===== config.mk =====
export PLATFORM = sky130hd
export DESIGN_NAME = fp32_add_pipe
export DESIGN_NICKNAME = d
export VERILOG_FILES = /design/src/rtl/fp32_add_pipe.sv
export SDC_FILE = /design/constraint.sdc
export NUM_CORES = 1
export LEC_CHECK = 0
export CAP_MARGIN = 10
export CORE_ASPECT_RATIO = 0.75
export CORE_MARGIN = 4
export CORE_UTILIZATION = 40
export DETAILED_ROUTE_END_ITERATION = 7
export SYNTH_ARGS = -nofsm -noshare
export SYNTH_HDL_FRONTEND = slang
export SYNTH_SLANG_ARGS = --single-unit

===== constraint.sdc =====
create_clock -name clk -period 18.75 [get_ports clk]
set_input_delay 3.75 -clock clk [delete_from_list [all_inputs] [get_ports clk]]
set_output_delay 3.75 -clock clk [all_outputs]
set_load 0.05 [all_outputs]

===== src/rtl/fp32_add_pipe.sv =====
// fp32_add_pipe: IEEE-754 binary32 adder, RNE, input register + 3 stages (unpack/align, add, normalise/round).
// Optional macro FP32_ADD_SUB_EN adds port 'sub' selecting a - b.
module fp32_add_pipe #(
   parameter bit FTZ = 1'b1
) (
   input  logic        clk,
   input  logic        rst_n,
   input  logic        valid_in,
`ifdef FP32_ADD_SUB_EN
   input  logic        sub,
`endif
   input  logic [31:0] a,
   input  logic [31:0] b,
   output logic [31:0] sum,
   output logic        valid_out
);
   localparam int          STAGES = 3;
   localparam logic [31:0] QNAN   = 32'h7FC0_0000;

   function automatic logic [7:0] lzc27(input logic [26:0] v);
      lzc27 = 8'd27;
      for (int i = 0; i <= 26; i++)
         if (v[i]) lzc27 = 8'(26 - i);
   endfunction

   logic sub_en;
`ifdef FP32_ADD_SUB_EN
   assign sub_en = sub;
`else
   assign sub_en = 1'b0;
`endif

   logic [STAGES:0] vld_pipe_q;
   logic [31:0]     a_q, b_q, sum_q;

   // S1 registers
   logic        s1_sx_q, s1_sub_q, s1_spec_q, s1_zsign_q;
   logic [7:0]  s1_ex_q;
   logic [23:0] s1_mx_q;
   logic [26:0] s1_my_q;
   logic [31:0] s1_spec_val_q;
   // S2 registers
   logic        s2_sx_q, s2_spec_q, s2_zsign_q;
   logic [7:0]  s2_ex_q;
   logic [27:0] s2_mag_q;
   logic [31:0] s2_spec_val_q;

   // ---------------- S1: classify, order by magnitude, align ----------------
   logic        a_nan, b_nan, a_inf, b_inf, swap;
   logic [30:0] ma, mb, mx, my;
   logic [7:0]  ex, ey, dexp;
   logic [4:0]  dsh;
   logic [23:0] sig_y;
   logic [53:0] y_wide;
   logic        s1_sx_d, s1_sub_d, s1_spec_d, s1_zsign_d;
   logic [7:0]  s1_ex_d;
   logic [23:0] s1_mx_d;
   logic [26:0] s1_my_d;
   logic [31:0] s1_spec_val_d;

   always_comb begin
      a_nan = (&a_q[30:23]) & (|a_q[22:0]);
      b_nan = (&b_q[30:23]) & (|b_q[22:0]);
      a_inf = (&a_q[30:23]) & ~(|a_q[22:0]);
      b_inf = (&b_q[30:23]) & ~(|b_q[22:0]);
      ma    = (FTZ && a_q[30:23] == 8'd0) ? 31'd0 : a_q[30:0];
      mb    = (FTZ && b_q[30:23] == 8'd0) ? 31'd0 : b_q[30:0];
      // {exp,frac} compares as an unsigned magnitude
      swap  = mb > ma;
      mx    = swap ? mb : ma;
      my    = swap ? ma : mb;
      ex    = (mx[30:23] == 8'd0) ? 8'd1 : mx[30:23];
      ey    = (my[30:23] == 8'd0) ? 8'd1 : my[30:23];
      dexp  = ex - ey;
      dsh   = (dexp > 8'd27) ? 5'd27 : dexp[4:0];
      sig_y = {my[30:23] != 8'd0, my[22:0]};
      // window is y_wide[53:27]; everything below collapses into sticky
      y_wide = {sig_y, 30'd0} >> dsh;

      s1_sx_d    = swap ? b_q[31] : a_q[31];
      s1_sub_d   = a_q[31] ^ b_q[31];
      s1_zsign_d = a_q[31] & b_q[31];
      s1_ex_d    = ex;
      s1_mx_d    = {mx[30:23] != 8'd0, mx[22:0]};
      s1_my_d    = {y_wide[53:28], y_wide[27] | (|y_wide[26:0])};
      s1_spec_d  = a_nan | b_nan | a_inf | b_inf;
      if (a_nan || b_nan || (a_inf && b_inf && (a_q[31] ^ b_q[31])))
         s1_spec_val_d = QNAN;
      else if (a_inf)
         s1_spec_val_d = {a_q[31], 8'hFF, 23'd0};
      else
         s1_spec_val_d = {b_q[31], 8'hFF, 23'd0};
   end

   // ---------------- S2: magnitude add/sub (|X| >= |Y| so never negative) ---
   logic [27:0] s2_mag_d;
   assign s2_mag_d = s1_sub_q ? ({1'b0, s1_mx_q, 3'b000} - {1'b0, s1_my_q})
                              : ({1'b0, s1_mx_q, 3'b000} + {1'b0, s1_my_q});

   // ---------------- S3: normalise, round, pack ------------------------------
   logic [7:0]  lz, sh;
   logic        tiny, rnd_up, ovf;
   logic [26:0] m27;
   logic [8:0]  e9, e_fld;
   logic [31:0] rnd, res_d;

   always_comb begin
      lz   = lzc27(s2_mag_q[26:0]);
      tiny = 1'b0;
      sh   = 8'd0;
      if (s2_mag_q[27]) begin
         m27 = {s2_mag_q[27:2], s2_mag_q[1] | s2_mag_q[0]};
         e9  = {1'b0, s2_ex_q} + 9'd1;
      end else begin
         // left shift stops at exponent 1; anything left unnormalised is subnormal
         tiny = lz > (s2_ex_q - 8'd1);
         sh   = tiny ? (s2_ex_q - 8'd1) : lz;
         m27  = s2_mag_q[26:0] << sh;
         e9   = {1'b0, s2_ex_q} - {1'b0, sh};
      end
      e_fld  = m27[26] ? e9 : 9'd0;
      rnd_up = m27[2] & (m27[3] | m27[1] | m27[0]);
      // rounding carry ripples from the fraction straight into the exponent field
      rnd    = {e_fld, m27[25:3]} + {31'd0, rnd_up};
      ovf    = rnd[31:23] >= 9'd255;

      if (s2_spec_q)             res_d = s2_spec_val_q;
      else if (s2_mag_q == '0)   res_d = {s2_zsign_q, 31'd0};
      else if (FTZ && tiny)      res_d = {s2_sx_q, 31'd0};
      else if (ovf)              res_d = {s2_sx_q, 8'hFF, 23'd0};
      else                       res_d = {s2_sx_q, rnd[30:0]};
   end

   always_ff @(posedge clk or negedge rst_n) begin
      if (!rst_n) begin
         vld_pipe_q    <= '0;
         a_q           <= '0;
         b_q           <= '0;
         s1_sx_q       <= 1'b0;
         s1_sub_q      <= 1'b0;
         s1_spec_q     <= 1'b0;
         s1_zsign_q    <= 1'b0;
         s1_ex_q       <= '0;
         s1_mx_q       <= '0;
         s1_my_q       <= '0;
         s1_spec_val_q <= '0;
         s2_sx_q       <= 1'b0;
         s2_spec_q     <= 1'b0;
         s2_zsign_q    <= 1'b0;
         s2_ex_q       <= '0;
         s2_mag_q      <= '0;
         s2_spec_val_q <= '0;
         sum_q         <= '0;
      end else begin
         vld_pipe_q    <= {vld_pipe_q[STAGES-1:0], valid_in};
         a_q           <= a;
         b_q           <= {b[31] ^ sub_en, b[30:0]};
         s1_sx_q       <= s1_sx_d;
         s1_sub_q      <= s1_sub_d;
         s1_spec_q     <= s1_spec_d;
         s1_zsign_q    <= s1_zsign_d;
         s1_ex_q       <= s1_ex_d;
         s1_mx_q       <= s1_mx_d;
         s1_my_q       <= s1_my_d;
         s1_spec_val_q <= s1_spec_val_d;
         s2_sx_q       <= s1_sx_q;
         s2_spec_q     <= s1_spec_q;
         s2_zsign_q    <= s1_zsign_q;
         s2_ex_q       <= s1_ex_q;
         s2_mag_q      <= s2_mag_d;
         s2_spec_val_q <= s1_spec_val_q;
         if (vld_pipe_q[STAGES-1]) sum_q <= res_d;
      end
   end

   assign valid_out = vld_pipe_q[STAGES];
   assign sum       = sum_q;

endmodule


Word level (Yosys, flattened, before mapping). Cells that the tools add are included.

Logic and storage cells: 110. Input bits: 67. Flip-flop bits (word level): 266.

Mux-type cells: 47. Shift-type cells: 2. Reductions and logical operators: 16. Add/subtract/negate cells: 7. $lt $le $gt $ge: 4. Bitwise logic cells: 16.

Operator list (number): 8-bit two-way mux (27); 31-bit two-way mux (6); 32-bit two-way mux (4); 54-bit by 5-bit right shift with 54-bit output (1); 23-bit OR reduction (2); 32-bit by 1-bit adder with 32-bit output (1); 8-bit zero test (4); 31-bit > comparator (1); 27-bit by 27-bit adder with 28-bit output (1); 28-bit zero test (1); 28-bit two-way mux (1); 27-bit by 27-bit subtractor with 28-bit output (1); 27-bit two-way mux (1); 27-bit OR reduction (1); 27-bit by 8-bit left shift with 27-bit output (1); 9-bit two-way mux (2); 8-bit AND reduction (2); 8-bit nonzero test (2); 8-bit by 1-bit adder with 9-bit output (second input constant) (1); 9-bit by 8-bit greater-or-equal comparator with 1-bit output (second input constant) (1); 8-bit by 8-bit subtractor with 9-bit output (1); 8-bit by 5-bit > comparator with 1-bit output (second input constant) (1); 8-bit > comparator (1); 8-bit by 1-bit subtractor with 8-bit output (second input constant) (1); 10 further kinds (27).

Longest topological paths before layout. Gate-level depths: netlist of run 1.

Word-level depth: 40. Depth in mapped cells: 42. Depth with buffers taken out: 36.

Worst setup path after synthesis of run 1. No wires, ideal clock.

Path kind: register to register. Start point: reg a_q[30]. End point: reg s1_my_q[0]. Library setup time: 133 ps. Path buffers: 6. Slack: 10586 ps. Required time: 18617 ps. Stages on the path, launching flop included: 41. Data arrival time: 8030 ps. Cells stage by stage: dfrtp_1 nor4_1 nand2_1 clkbuf_1 nand2_1 ha_1 a21o_1 a21o_1 a221o_1 a21o_1 a21o_1 a21oi_1 nand2_1 o21a_1 clkbuf_1 clkbuf_1 o21ai_0 nor4_1 [5 not listed] a21o_1 a21oi_1 o21bai_1 a21oi_1 xor2_1 o211ai_1 or2_2 clkbuf_1 buf_1 clkbuf_1 mux2i_1 mux2i_1 a22oi_1 o31ai_1 nor4_1 nand4_1 o32ai_1 nand3_1.

Longest elaborated chain between the ends: 12. Elaborated cells on any way between the ends: 16.

RTL lines: start: declaration (line 34) `logic [31:0] a_q, b_q, sum_q;`; start signal: assignment (line 137) `a_q <= '0;`; start signal: assignment (line 156) `a_q <= a;`; 8-bit zero test (line 66) `ma = (FTZ && a_q[30:23] == 8'd0) ? 31'd0 : a_q[30:0];`; 31-bit two-way mux * (line 66); 31-bit > comparator (line 69) `swap = mb > ma;`; 31-bit two-way mux * (line 70) `mx = swap ? mb : ma;`; 8-bit zero test (line 72) `ex = (mx[30:23] == 8'd0) ? 8'd1 : mx[30:23];`; 8-bit two-way mux * (line 72); net ex[1] (line 51) `logic [7:0] ex, ey, dexp;`; 8-bit subtractor * (line 74) `dexp = ex - ey;`; 8-bit by 5-bit > comparator with 1-bit output (line 75) `dsh = (dexp > 8'd27) ? 5'd27 : dexp[4:0];`; 5-bit two-way mux * (line 75); 54-bit by 5-bit right shift with 54-bit output * (line 78) `y_wide = {sig_y, 30'd0} >> dsh;`; 27-bit OR reduction (line 85) `s1_my_d = {y_wide[53:28], y_wide[27] | (|y_wide[26:0])};`; 1-bit bitwise OR * (line 85); net s1_my_d[0] (line 58) `logic [26:0] s1_my_d;`; end signal: assignment (line 164) `s1_my_q <= s1_my_d;`; end: declaration (line 40) `logic [26:0] s1_my_q;`.

The timed path passes the listed nets; every way through them passes the cells marked *. A chain may end at the register's enable or synchronous reset.

Final worst setup path of run 1.
Start point: reg b_q[30]. End point: reg s1_my_q[0].

Longest elaborated chain between the ends: 12. Elaborated cells on any way between the ends: 16.

RTL lines: start: declaration (line 34); start signal: assignment (line 157) `b_q <= {b[31] ^ sub_en, b[30:0]};`; 8-bit zero test (line 67) `mb = (FTZ && b_q[30:23] == 8'd0) ? 31'd0 : b_q[30:0];`; 31-bit two-way mux * (line 67); 31-bit > comparator (line 69); 31-bit two-way mux * (line 70); 8-bit zero test (line 72); 8-bit two-way mux * (line 72); net ex[1] (line 51); 8-bit subtractor * (line 74); 8-bit by 5-bit > comparator with 1-bit output (line 75); 5-bit two-way mux * (line 75); 54-bit by 5-bit right shift with 54-bit output * (line 78); 27-bit OR reduction (line 85); 1-bit bitwise OR * (line 85); net s1_my_d[0] (line 58).

Marked as above.

==> results.md, run 1 <==
* Hold Fails Final Rpt at 0
* R2R Setup Slk at about 8.5 ns
* Clk_skew at around 0.015 ns
* Max incr delay on CP at a little over 0.7 ns
* Highest clock rate at between 90 and 100 MHz
* CTS Buf Count at 24
* Clock tree buffer depth at 3
* Maximum vdd drop at 66.9 uV
* Initial antenna violation count at 1
* Die H at roughly 180 um
* Detailed-route via count at 14,900
* Register area share after synthesis at 0.325
* Synth Cell Area at between 0.015 and 0.02 mm^2
* CP Capture Point: s1_my_q[0]
* Ys Warns at 0
* Via/cell ratio at just over 6
* Layout cell share with drive strength beyond 1 at 0.0642
* Compound-Gate Fraction of Synth Area at 0.200
* Simple-gate share of the synthesized area at 0.187
* TritonCTS Sinks at about 210
* Fin crit period at approximately 10 ns
* Post-synth ARST share at 1.00
* RSZ-0062 raised after global routing: no
* Multi-input gate area at 0.00996 mm^2
* RR Startpoint: b_q[30]
* DR WL/cell at about 22 um
* Finished Cell Area at approximately 0.018 mm^2
* Max FO, Critical Path at ~90
* Drt total wl at about 53,000 um
* Worst EP required at between 15 and 20 ns
* Tcrit/Tclk final at 0.549
* CP Launch Point: b_q[30]
* CP endpoint kind: flop
* Static Leak at 8.18 nW
* Hold Path Class: flop to flop
* Post-DP HPWL at a little over 40,000 um
* Vias in the first global route at roughly 14,000
* Post-synth cell types at 83
* Drt first-iter violations at around 1,600
* Final Net Count at approximately 2,100
* Fin Setup TNS at 0 ns
* Mapped Avg Cell Area at between 8 and 9 um^2
* Clock transition at the registers of the reported paths at about 0.060 ns
* Critical path arrival at between 10 and 15 ns
* Die area at approximately 0.043 mm^2
* Proportion of synthesized area in mux cells at 0.108
* Startpoint types: flop
* Reg2Reg Depth at 36
* R2r endpoint: s1_my_q[0]
* #FFs+latches synth at ~210
* Post-CTS Resized at 0
* Final ANT Viol Nets at 0
* Xor-xnor portion of the synthesized cell area at 0.0394
* Flip-flop and latch area at ~0.0052 mm^2
* Number of fill cells at 3,791
* WS Path Type: flop to flop
* Syn Nets at between 2,000 and 2,500
* Post-synth EDFFs at 0
* GRT Overall Usage at 0.240
* Post-CTS Setup Repair Bufs at 0
* I/O Buffers at 99
* Slew @ Worst Pin at 1.25 ns
* Largest net degree at the start of global routing at slightly above 90
* Synth Instances at between 1,500 and 2,000
* Main combinational cell family by area after synthesis: compound AO/OA/AOI/OAI gates
* Status: complete, no violations
* Critical path's most frequent cell: a21o_1
* Placed instance area at between 0.015 and 0.02 mm^2
* Die W at about 240 um
* Predominant post-synthesis flop cell: dfrtp_1
* Fin. max-slew vios at 0
* H-tree level count at 1
* TritonRoute pass-1 iters at 7
* FP Rows at 63
* Max cap viols at 0
* Grt total ovfl at 0
* Cell area power density at about 140 mW/mm^2
* DRC at 0
* Adder-Cell Fraction of Synth Area at 0.0858
* Cts-stage hold buffer count at 0
* CP max-delay cell: or2_2
* Placeable Area at ~0.04 mm^2
* CTS tree: yes
* Gpl congestion at a little under 1
* Root Driver: clkbuf_16
* Relative slew slack at 0.160
* Final setup vio count at 0
* Clk_lat worst skew at roughly 0.54 ns
* Ports at 100
* Starting density of the core at 0.405
* Area growth syn-to-layout at 13.9%
* First-pass GRT wire length at approximately 83,000 um
* Antenna diodes at 0
## cells by family (layout without fill, tap and decap cells)
kind of cell,after synthesis,in the layout
AO/OA/AOI/OAI,476,476
XOR/XNOR,72,72
adder cells (fa/ha/maj),108,108
buffers and inverters,227,288
flip-flops,208,208
multiplexers,162,162
other,1,1
AND/OR/NAND/NOR,616,616
## layout make-up
type                    instances  share of cell area
multi-input cells            1435               0.546
flip-flops and latches        208               0.285
repair buffers                120              0.0632
well taps                     520              0.0357
clock buffers                  30              0.0353
inverters                     124              0.0255
clock inverters                14             0.00878
## synthesized netlist by cell type, types with 6 or more instances
cell type,count,share of area
nor2b_1,10,0.0039
clkbuf_1,80,0.019
mux2i_1,131,0.082
or4_1,7,0.0033
xor2_1,24,0.013
xnor2_1,48,0.026
o22ai_1,11,0.0043
nand2b_1,16,0.0063
a21o_1,21,0.0098
o2bb2ai_1,25,0.014
a31oi_1,14,0.0055
dfrtp_1,208,0.33
a21oi_1,120,0.038
nor3_1,59,0.018
o221a_2,10,0.0070
ha_1,105,0.082
nor2_1,164,0.038
mux2_2,24,0.017
a22oi_1,13,0.0061
a2111oi_0,6,0.0033
a221oi_1,8,0.0044
o31ai_1,16,0.0075
nand2_1,171,0.040
o21ai_0,97,0.030
nor4b_1,6,0.0033
o221ai_1,8,0.0044
inv_1,121,0.028
or3_1,13,0.0051
o211ai_1,11,0.0052
nand3b_1,6,0.0028
nand4_1,27,0.011
and2_1,11,0.0043
or2_2,8,0.0031
o21a_1,10,0.0047
nor4_1,28,0.011
and3_1,12,0.0047
nand3_1,56,0.018
o21bai_1,13,0.0061
buf_1,15,0.0035
a211oi_1,20,0.0094
o41ai_1,6,0.0033
o2111ai_1,7,0.0038
## worst min path at each step
stage                                  from                 to  cells past startpoint
final                     s1_spec_val_q[31]  s2_spec_val_q[31]                      0
after global routing              s1_spec_q          s2_spec_q                      0
after CTS                 s1_spec_val_q[31]  s2_spec_val_q[31]                      0
after detailed placement  s1_spec_val_q[31]  s2_spec_val_q[31]                      0
after global placement        vld_pipe_q[1]      vld_pipe_q[2]                      0
after floorplan                  s1_ex_q[0]         s2_ex_q[0]                      0
## where the power goes
part	switching, mW	total [mW]	internal [mW]
logic	0.902	1.44	0.541
registers	0.131	0.669	0.538
clock network	0.195	0.482	0.287
total	1.23	2.59	1.37
## flip-flops by register name, indices dropped and copies added, names as in the netlist, 3 cells and up
| name | cells |
|---|---|
| a_q | 32 |
| b_q | 32 |
| s1_ex_q | 8 |
| s1_mx_q | 24 |
| s1_my_q | 27 |
| s1_spec_val_q | 3 |
| s2_ex_q | 8 |
| s2_mag_q | 28 |
| s2_spec_val_q | 3 |
| sum | 32 |
| vld_pipe_q | 4 |
## critical path, delay by kind of cell, from the launching register on
family / cells / cell delay [ns]
AOI/OAI and AO/OA: 17 / 4.68
adders and majority gates: 3 / 0.93
buffers and inverters: 3 / 0.53
xor gates and xnor gates: 1 / 0.30
and+or+nand+nor: 12 / 3.18
DFF: 1 / 0.43
## cell usage in the layout (no fill, tap or decap), types with 12 or more instances in the layout
cell type          n
a22oi_1           13
clkdlybuf4s50_1   98
a21oi_1          120
mux2_2            24
xor2_1            24
o2bb2ai_1         25
mux2i_1          131
dfrtp_1          208
nand3_1           56
nand4_1           27
and3_1            12
nor4_1            28
buf_4             21
o21ai_0           97
a211oi_1          20
nor2_1           163
nand2_1          171
a31oi_1           14
xnor2_1           48
nor3_1            59
clkbuf_16         25
o21bai_1          13
o31ai_1           16
ha_1             105
or3_1             13
nand2b_1          16
a21o_1            21
inv_1            121
## metrics by stage
step / cells / worst slack, ns / hold WS, ns / util / power, mW
CTS: 2451 / 8.65 / 0.348 / 0.462 / 2.57
global placement: 2407 / 8.91 / 0.331 / 0.441 / 2.07
finish: 2451 / 8.46 / 0.347 / 0.462 / 2.59
global route: 2451 / 7.60 / 0.348 / 0.462 / 2.77
floorplan: 1870 / 10.59 / 0.331 / - / 1.66
detailed placement: 2407 / 8.69 / 0.335 / 0.441 / 2.07
## routing by layer
metal | up-vias | wire (um) | track usage | part of all wire
met2 | 677 | 21000 | 0.333 | 0.40
met3 | 72 | 5510 | 0.0682 | 0.10
met4 | 0 | 1070 | 0.0448 | 0.020
li1 | 6868 | - | - | -
met5 | - | 0 | 0 | 0
met1 | 7291 | 25200 | 0.370 | 0.48
No activity file was read; power rests on OpenSTA's default activity.
==> run 2: changes to the inputs <==
Clock period 18.75 ns to 8.84 ns, I/O delays scaled along.
==> run 2 against run 1 <==
Worst hold slack better by 0.00051 ns. Flip-flop and latch count unchanged. Global-route usage up 0.88 points. Clock power up 110%. Wire length up 4.7%. Sequential share of layout area down 0.91 points. Clock skew down 0.00053 ns. Critical path depth down 14. Register-to-register slack worse by 8.2 ns. Combinational power up 130%. Final area up 3.3%.
==> results.md, run 2 (synthesized netlist as in run 1, its figures left out) <==
* Via/cell ratio at between 6 and 7
* Final setup vio count at 0
* Starting density of the core at 0.405
* Hold_sp: s1_sx_q
* TritonCTS Sinks at 208
* Setup WS pre-CTS at -0.146 ns
* R2R Setup Slk at 0.31 ns
* Fin crit period at roughly 8.5 ns
* Cell area power density at around 300 mW/mm^2
* Drt first-iter violations at ~1,500
* Hold_ws at ~0.35 ns
* Largest net degree at the start of global routing at 100
* Clock transition at the registers of the reported paths at 0.07 ns
* Worst Hold End: s2_sx_q
* First-pass GRT wire length at 85,300 um
* Relative slew slack at 0.139
* Max FO, Critical Path at 23
* Drt total wl at roughly 55,000 um
* Ports at 100
* Final Non-Filler Cells at around 2,500
* Fin. max-slew vios at 0
* Hold Path Class: flop to flop
* DRC at 0
* WS Path Type: flop to flop
* GRT Overall Usage at 0.249
* Hold path depth at 0
* Number of fill cells at 3,778
* Clk_lat worst skew at between 0.5 and 0.6 ns
* Cts-stage hold buffer count at 0
* Clock tree buffer depth at 3
* Static Leak at about 8.5 nW
* Placeable Area at between 0.03 and 0.04 mm^2
* Final worst-path setup slack at slightly above 0.3 ns
* TritonRoute pass-1 iters at 5
* Reg2Reg Depth at 22
* Area growth syn-to-layout at 17.7%
* Maximum vdd drop at about 130 uV
* Leading cell type in the layout, fill and taps excluded: dfrtp_1
* Initial antenna violation count at 1
* Root Driver: clkbuf_16
* Clk_skew at 0.0142 ns
* Highest clock rate at 117 MHz
* Layout Utilization at 0.477
* Detailed-route via count at around 15,000
* Status: complete, no violations
* Most frequent cells in the layout: dfrtp_1, nand2_1, nor2_1, mux2i_1, inv_1
* Die W at 239 um
* Final Net Count at approximately 2,100
* Layout cell share with drive strength beyond 1 at 0.101
* FP Rows at 63
* CP endpoint kind: flop
* RR Startpoint: s2_mag_q[2]
* Pwr Total at 5.68 mW
* Hold Fails Final Rpt at 0
* CTS Buf Count at 25
* Die H at 181 um
* Max cap viols at 0
* CTS tree: yes
* H-tree level count at 1
* Slew @ Worst Pin at approximately 1.3 ns
* R2r endpoint: sum[4]
* Gpl congestion at 1.02
* Post-DP HPWL at around 43,000 um
* I/O Buffers at 99
* DR WL/cell at roughly 22 um
* Cell total after placement at about 2,400
* Worst EP required at around 9 ns
* Startpoint types: flop
* Die area at ~0.043 mm^2
* Final ANT Viol Nets at 0
* Vias in the first global route at 14,400
* Grt total ovfl at 0
* Critical path arrival at 8.95 ns
* Tcrit/Tclk final at 0.965
run 2: worst max-delay path by stage:
| stage | from | to | slack [ns] | cells after the start |
|---|---|---|---|---|
| final | s2_mag_q[2] | sum[4] | 0.31 | 22 |
| after global routing | b_q[26] | s1_my_q[0] | -0.02 | 37 |
| after CTS | a_q[30] | s1_my_q[0] | 0.02 | 35 |
| after detailed placement | b_q[27] | s1_my_q[0] | -0.15 | 36 |
| after global placement | b_q[27] | s1_my_q[0] | -0.01 | 36 |
| after floorplan | a_q[30] | s1_my_q[0] | 0.68 | 40 |
run 2: power by group:
part	leakage, nW	switching (mW)	internal [mW]	total (mW)
Sequential	2.51	0.251	1.14	1.39
Clock	0.394	0.409	0.604	1.01
Combinational	5.56	2.02	1.25	3.27
Total	8.47	2.68	2.99	5.68
run 2: layer usage:
metal	share of wire	GRT usage
met1	0.48	0.389
met2	0.39	0.336
met3	0.10	0.0726
met4	0.024	0.0524
met5	0	0
run 2: worst max-delay path, stage by stage, from the launching register on:
cell and delay, ns:
dfrtp_1 0.54, nor2_1 0.16, o31a_1 0.26, nor4_1 0.72
o41a_1 0.38, inv_1 0.08, ha_1 0.30, and4b_1 0.22
a2111oi_2 0.07, or4_1 0.75, nor2_1 0.63, mux2i_2 0.70
nor3_1 0.16, nand2_1 0.10, o2111ai_1 0.17, or4b_1 0.62
or4b_1 0.69, nor4_1 0.47, mux2i_1 0.33, or4b_1 0.48
o21ai_2 0.14, buf_4 0.28, o32ai_1 0.13
run 2: area by class of cell:
type / instances / area, um^2 / share of cell area
sequential: 208 / 5200 / 0.276
clock buffer: 34 / 689 / 0.0366
timing repair buffer: 175 / 1620 / 0.0858
tap: 520 / 651 / 0.0345
antenna: 1 / 2.50 / 0.000133
clock inverter: 10 / 114 / 0.00604
multi-input combinational: 1436 / 10100 / 0.536
inverter: 124 / 465 / 0.0247
run 2: timing repair:
item / 4_1_cts / 5_1_grt
setup buffers: 0 / 12
gates cloned: 0 / 1
hold endpoints to repair: 0 / 0
setup endpoints to repair: 2 / 44
gates resized for setup: 2 / 28
pin swaps: 0 / 4
run 2: through the flow:
stage                     setup TNS [ns]  instance area (um^2)
final                                  0                 18800
after global routing             -0.0193                 18800
after CTS                              0                 18600
after detailed placement          -0.188                 17800
after global placement           -0.0120                 17800
after floorplan                        0                 16000
==> run 3: changes to the inputs <==
Settings changed: CTS_CLUSTER_DIAMETER from default to 200, GPL_TIMING_DRIVEN from default to 0, PLACE_DENSITY_LB_ADDON from default to 0.3.
==> run 3 against run 2 <==
Non-clock buffer count is 48 higher. Critical endpoint is now s1_my_q[0]. Count of clock-buffer cells in the layout increased by 1. Utilization rose by 1.5 points. Clock power about the same.
==> results.md, run 3 (synthesized netlist as in run 1, its figures left out) <==
* Status: complete, no violations
* TritonCTS Sinks at around 210
* Setup WS pre-CTS at -2.62 ns
* Post-DP HPWL at approximately 50,000 um
* Root Driver: clkbuf_16
* Detailed-route via count at between 15,000 and 20,000
* Critical path arrival at around 9.0 ns
* Max incr delay on CP at approximately 0.67 ns
* Die W at roughly 240 um
* Area growth syn-to-layout at 21.4%
* Cts-stage hold buffer count at 0
* Multi-input gate area at between 0.01 and 0.015 mm^2
* Starting density of the core at 0.405
* Final ANT Viol Nets at 0
* R2r endpoint: s1_my_q[0]
* Highest clock rate at roughly 120 MHz
* Final setup vio count at 0
* Pwr Total at approximately 5.9 mW
* Worst Path Buf+Inv at 7
* Grt total ovfl at 0
* Cell area power density at around 300 mW/mm^2
* First-pass GRT wire length at ~94,000 um
* Vias in the first global route at between 10,000 and 15,000
* FP Rows at 63
* TritonRoute pass-1 iters at 6
* Final Net Count at approximately 2,200
* Fin. max-slew vios at 0
* Flip-flop and latch area at roughly 0.0052 mm^2
* Hold path depth at 0
* Drt total wl at roughly 63,000 um
* Ports at 100
* Relative slew slack at 0.156
* Hold_ws at between 0.3 and 0.4 ns
* Most frequent cells in the layout: dfrtp_1, nand2_1, nor2_1, inv_1, a21oi_1
* Leading cell type in the layout, fill and taps excluded: dfrtp_1
* DRC at 0
* Final worst-path setup slack at between 0.15 and 0.2 ns
* CTS Buf Count at 24
* Crit path max-delay family: simple AND/OR/NAND/NOR gates
* Hold Fails Final Rpt at 0
* Tcrit/Tclk final at 0.978
* Drt first-iter violations at 1,889
* Critical path's most frequent cell: buf_4
* Fin Setup TNS at 0 ns
* Antenna diodes at 0
* Die area at roughly 0.043 mm^2
* CP endpoint kind: flop
* Hold_sp: s1_ex_q[3]
* Maximum vdd drop at between 150 and 200 uV
* I/O Buffers at 99
* Number of fill cells at 3,795
* Placeable Area at approximately 0.04 mm^2
* Layout Utilization at 0.492
* Startpoint types: flop
* CP max-delay cell: or4_4
* Worst Hold End: s2_ex_q[3]
* CTS tree: yes
* RR Startpoint: b_q[28]
* H-tree level count at 1
* Reg2Reg Depth at 37
* Clk_skew at between 0.02 and 0.025 ns
* Clock transition at the registers of the reported paths at roughly 0.06 ns
* Layout cell share with drive strength beyond 1 at 0.128
* Max cap viols at 0
* Clk_lat worst skew at 0.55 ns
* Largest net degree at the start of global routing at slightly below 80
* Fin crit period at 8.64 ns
* GRT Overall Usage at 0.282
* Gpl congestion at 0.977
* DR WL/cell at around 25 um
* Static Leak at roughly 8.5 nW
* Clock tree buffer depth at 3
* Max FO, Critical Path at 10
* Slew @ Worst Pin at 1.25 ns
* Initial antenna violation count at 3
* Worst EP required at 9.23 ns
* Via/cell ratio at 6.19
* Hold Path Class: flop to flop
* WS Path Type: flop to flop
* Die H at about 180 um
* R2R Setup Slk at 0.20 ns
==> run 3: changes by cell type in the layout (fill, tap and decap cells not counted), moves of 10 or more <==
cell	delta
buf_2	+10
buf_4	-36
clkbuf_1	+47
mux2i_1	-16
mux2i_2	+10
==> run 3: area by class of cell <==
type	instances	share of cell area
Clock inverter	9	0.00418
Buffer	97	0.0268
Clock buffer	35	0.0372
Sequential cell	208	0.268
Tap cell	520	0.0335
Timing Repair Buffer	126	0.0637
Multi-Input combinational cell	1435	0.543
Inverter	124	0.0239
==> run 3: power by group <==
group | switching, mW | internal [mW] | total (mW)
Combinational | 2.22 | 1.29 | 3.51
Clock | 0.419 | 0.597 | 1.02
Sequential | 0.258 | 1.14 | 1.40
==> run 3: worst max-delay path by stage <==
stage	startpoint	endpoint	slack, ns	cells past startpoint
2_1_floorplan	a_q[30]	s1_my_q[0]	0.68	40
3_3_place_gp	b_q[27]	s1_my_q[0]	-2.58	36
3_5_place_dp	b_q[27]	s1_my_q[0]	-2.62	36
4_1_cts	s2_mag_q[18]	sum[5]	0.02	30
5_1_grt	b_q[28]	s1_my_q[0]	-0.11	37
6_report	b_q[28]	s1_my_q[0]	0.20	37
==> run 3: timing repair <==
| action | CTS | global route |
|---|---|---|
| pin swaps | 10 | 25 |
| buffers inserted | 8 | 17 |
| hold endpoints to repair | 0 | 0 |
| resized for setup | 119 | 91 |
| endpoints found under the setup margin | 50 | 47 |
==> run 3: per-stage QoR <==
step | area, um^2 | cells
2_1_floorplan | 16000 | 1870
3_3_place_gp | 17600 | 2489
3_5_place_dp | 17700 | 2491
4_1_cts | 19000 | 2541
5_1_grt | 19400 | 2554
6_report | 19400 | 2554
==> run 3: worst reg2reg max path, delay by kind of cell (launching register included) <==
family                   cells  cell delay [ns]
buffers and inverters        7             1.22
flip-flops                   1             0.45
multiplexers                 3             0.57
AND/OR/NAND/NOR             12             3.16
XOR/XNOR                     1             0.26
AO/OA/AOI/OAI               11             1.94
adder cells (fa/ha/maj)      3             0.85
==> run 3: per-layer routing <==
layer  share of wire  up-vias  track usage
li1                -     7107            -
met1            0.49     7775        0.460
met2            0.36      837        0.345
met3            0.14       94        0.108
met4           0.019        4       0.0450
met5         0.00032        -            0
